<file path="config.mk">
export PLATFORM = sky130hd
export DESIGN_NAME = mult_sequencer
export DESIGN_NICKNAME = d
export VERILOG_FILES = /design/src/rtl/mult_pkg.sv /design/src/rtl/rise_detect.sv /design/src/rtl/mult_sequencer.sv
export SDC_FILE = /design/constraint.sdc
export NUM_CORES = 1
export LEC_CHECK = 0
export ABC_AREA = 0
export CAP_MARGIN = 20
export CORE_AREA = 8 8 45 47
export DETAILED_ROUTE_END_ITERATION = 7
export DIE_AREA = 0 0 53 55
export PLACE_DENSITY = 0.64
export SYNTH_ARGS = -nofsm -noshare
export SYNTH_HDL_FRONTEND = slang
export SYNTH_SLANG_ARGS = --single-unit
export TNS_END_PERCENT = 50
</file>
<file path="constraint.sdc">
create_clock -name Clk -period 3.7 [get_ports Clk]
set_input_delay 0.555 -clock Clk [delete_from_list [all_inputs] [get_ports Clk]]
set_output_delay 0.555 -clock Clk [all_outputs]
set_load 0.005 [all_outputs]
</file>
<file path="src/rtl/mult_pkg.sv">
// Shared types and sizing for the add-shift
// multiplier control unit.
package mult_pkg;

  typedef enum logic [2:0] {
    IDLE,
    CLEAR,
    ADD,
    SHIFT,
    DONE
  } mult_state_t;

  localparam int MULT_N = 8;
  localparam int CNT_W  = $clog2(MULT_N);

endpackage

</file>
<file path="src/rtl/rise_detect.sv">
// Rising-edge detector for an already
// synchronized level; stored bit resets high.
module rise_detect (
  input  logic Clk,
  input  logic Reset,
  input  logic In,
  output logic Rise
);

  logic q;

  // Previous level; reset high so a held input is not an edge
  always_ff @(posedge Clk) begin
    if (Reset) q <= 1'b1;
    else       q <= In;
  end

  assign Rise = In & ~q;

endmodule

</file>
<file path="src/rtl/mult_sequencer.sv">
// Loop-counter control unit sequencing clear,
// add/sub and shift for the signed multiplier.
module mult_sequencer
  import mult_pkg::*;
#(
  parameter int N = MULT_N
) (
  input  logic               Clk,
  input  logic               Reset,
  input  logic               Load,
  input  logic               Run,
  input  logic               M,
  output logic               Clr_XA,
  output logic               Ld_B,
  output logic               Add,
  output logic               Sub,
  output logic               Shift,
  output logic               Busy,
  output logic               Done,
  output logic [$clog2(N)-1:0] Count
);

  localparam int CW = $clog2(N);
  localparam logic [CW-1:0] LAST = CW'(N - 1);

  mult_state_t   state;
  mult_state_t   next;
  logic [CW-1:0] count_next;
  logic          run_rise;

  rise_detect u_rise (
    .Clk   (Clk),
    .Reset (Reset),
    .In    (Run),
    .Rise  (run_rise)
  );

  // State and iteration counter registers
  always_ff @(posedge Clk) begin
    if (Reset) begin
      state <= IDLE;
      Count <= '0;
    end else begin
      state <= next;
      Count <= count_next;
    end
  end

  // Next state and micro-operation strobes
  always_comb begin
    next       = state;
    count_next = Count;
    Clr_XA     = 1'b0;
    Ld_B       = 1'b0;
    Add        = 1'b0;
    Sub        = 1'b0;
    Shift      = 1'b0;
    Busy       = 1'b0;
    Done       = 1'b0;
    unique case (state)
      IDLE: begin
        Ld_B = Load;
        if (run_rise && !Load) next = CLEAR;
      end
      CLEAR: begin
        Clr_XA     = 1'b1;
        Busy       = 1'b1;
        count_next = '0;
        next       = ADD;
      end
      ADD: begin
        Busy = 1'b1;
        if (M) begin
          if (Count == LAST) Sub = 1'b1;
          else               Add = 1'b1;
        end
        next = SHIFT;
      end
      SHIFT: begin
        Busy  = 1'b1;
        Shift = 1'b1;
        if (Count == LAST) begin
          next = DONE;
        end else begin
          count_next = Count + 1'b1;
          next       = ADD;
        end
      end
      DONE: begin
        Done = 1'b1;
        if (!Run) next = IDLE;
      end
      default: next = IDLE;
    endcase
  end

endmodule

</file>
==> impl_metrics.toml <==
[cells_and_area]
multi_input_area_um2 = 196.4
final_common_cell = "clkdlybuf4s50_1"
area_delta_synth_final_pct = 54.78
final_cell_mix = "clkdlybuf4s50_1 (14), dfxtp_1 (7), nor2_1 (6), a21oi_1 (5)"
nets = 66
fin_area_um2 = 526.8
seqCellArea_um2 = 140.1
drive_above_1_share_pct = 12.07
insertedDiodeCount = 0
fill_cells = 153

[place]
place_congestion = 0.7240
pre_cts_slack_ps = 1403
dpl_cell_area_um2 = 500.5
place_hpwl_um = 690
io_buffers = 14

[sta]
fin_setup_tns_ps = 0
rsz0062_at_grt = "false"
max_freq_ghz = 0.4208
maxSlewHeadroom_pct = 80.97
fin_crit_ps = 2377
drv_slew = 0
hold_ws_ps = 497.4
worst_slew_pin_slew_ps = 284.5
clock_skew_ps = 6.437
hold_viol = 0
report.final.setup_viol = 0
setup_ws_ps = 1323
fin_crit_sh_pct = 64.23

[pwr]
power_density_nw_per_um2 = 318.5
leakagePower_nw = 0.2030
fin_total_pwr_mw = 0.1677
ir_worst_vdd_mv = 0.09504

[die]
die_h_um = 55
core_um2 = 1384
die_w_um = 53
rows = 14
die_area_um2 = 2915
io_pins = 15
start_util_pct = 24.59

[clocking]
tritoncts = "built"
htreeDepth = 1
hold_buffers = 0
cts_buffers = 3
clkLatencyLatePin_ps = 260
clockBufferDepth = 2
clockRootBuffer = "clkbuf_4"
clkSinkCount = 7
path_clk_slew_ps = 50
postCtsSetupBuffers = 0
post_cts_resize_count = 0

[worst_setup_path]
cp_slowest_stage_delay_ps = 490
crit_chain = "ha_1 > ha_1 > and2_4 > and3_1 > clkdlybuf4s50_1"
setup.worst_path.class = "flop to output pin"
crit_slowest_cell = "clkdlybuf4s50_1"
worst_r2r_endpoint = "Count[2]$_SDFFE_PP0P_"
start_kind = "flop"
r2r_slack_ps = 2300
cp_max_fo = 6
endpoint_kind = "output pin"
r2r-start = "Count[0]$_SDFFE_PP0P_"
arrival_ps = 1820
cp_common_cell = "ha_1"
worstPathRequired_ps = 3140
reg2reg_depth = 5

[logic_synthesis]
syn-num-nets = 47
synth-seq-cells = 7
synthMuxAreaShare_pct = 0
seq_area_frac_synth_pct = 41.18
synth_cells = 40
synth_cell_types = 17
yosys_warnings = 0
synthAdderAreaFrac_pct = 7.353
synth-simple-area-share_pct = 34.19
synth_compound_area_share_pct = 16.18
synthXorXnorAreaFrac_pct = 0
synth_top_family_by_area = "simple AND/OR/NAND/NOR gates"
netlist_area_um2 = 340.3
avgSynthCellArea_um2 = 8.508

[route]
totalWireLength_um = 901
first_iter_violations = 4
vias_per_cell = 4.811
route.detailed.drc = 0
detail_route.first_pass.iterations = 4
ant_nets = 0
via_count = 356
wl_per_cell_um = 12.18

[worst_hold_path]
worstHoldPathType = "flop to flop"
min_to = "Count[1]$_SDFFE_PP0P_"
hold_start = "Count[1]$_SDFFE_PP0P_"
min_path_cells = 2

[global_routing]
grt_start_max_net_pins = 9
grt_use_total_pct = 7.115
grt-ovfl-total = 0
antenna_found_initial = 0
grt_pass1_wl_um = 1497
grt_pass1_vias = 332

[outcome]
outcome = "finished clean"

[run]
drv_cap = 0
final cells by class:
| cell class | instances | area share (%) |
|---|---|---|
| clock buffer | 4 | 4.988 |
| inverter | 1 | 0.7126 |
| multi-input combinational | 32 | 37.29 |
| sequential | 7 | 26.60 |
| tap | 16 | 3.800 |
| timing repair buffer | 14 | 26.60 |
cells in the mapped netlist:
cell type | number | area share (%)
and2_2 | 1 | 2.2
and4bb_1 | 1 | 3.7
nand2_1 | 3 | 3.3
o21ai_0 | 3 | 4.4
a21oi_1 | 5 | 7.4
nand3_1 | 1 | 1.5
inv_1 | 1 | 1.1
and2_4 | 1 | 2.6
and3_1 | 2 | 3.7
dfxtp_1 | 7 | 41
ha_1 | 2 | 7.4
nand2b_1 | 3 | 5.5
nor2_1 | 6 | 6.6
nor3_1 | 1 | 1.5
nor4_1 | 1 | 1.8
a2111oi_2 | 1 | 4.4
or2_2 | 1 | 1.8
kinds of logic after synthesis:
group,Yosys count
simple gates,21
compound gates,9
fa+ha+maj,2
buf+inv,1
flops,7
state kept, by name, indices dropped and copies added (netlist names):
register / cells
Count: 3
state: 3
u_rise.q: 1
layer usage:
layer	global-route usage [%]	vias up	part of all wire, %
li1	-	180	-
met5	0	-	0
met1	7.176	163	39
met2	10.74	10	50
met4	6.466	0	1.9
met3	3.476	3	9.1
through the flow:
stage          utilization (%)  instances
5_1_grt                  38.07         74
3_5_place_dp             36.17         70
2_1_floorplan                -         40
4_1_cts                  38.07         74
3_3_place_gp             36.17         70
6_report                 38.07         74
worst max-delay path, delay by kind of cell, from the launching register on:
family,cells,cell delay [ps]
buffers and inverters,1,490
flip-flops,1,370
adder cells (fa/ha/maj),2,360
AND/OR/NAND/NOR,2,340
worst max path at each step:
stage | from | cells past startpoint | to
after CTS | Count[0]$_SDFFE_PP0P_ | 5 | Sub
after global routing | Count[0]$_SDFFE_PP0P_ | 5 | Sub
after detailed placement | M | 4 | Add
final | Count[0]$_SDFFE_PP0P_ | 5 | Sub
after floorplan | Count[0]$_SDFFE_PP0P_ | 4 | Sub
after global placement | M | 4 | Add
report_power, final:
part	internal (mW)	leakage [nW]	total (mW)	switching, mW
Combinational	0.0113	0.131	0.0189	0.00752
Sequential	0.0772	0.0568	0.0791	0.00182
Clock	0.0412	0.0150	0.0698	0.0286
Total	0.130	0.203	0.168	0.0380
(Power assumes the default switching activity.)
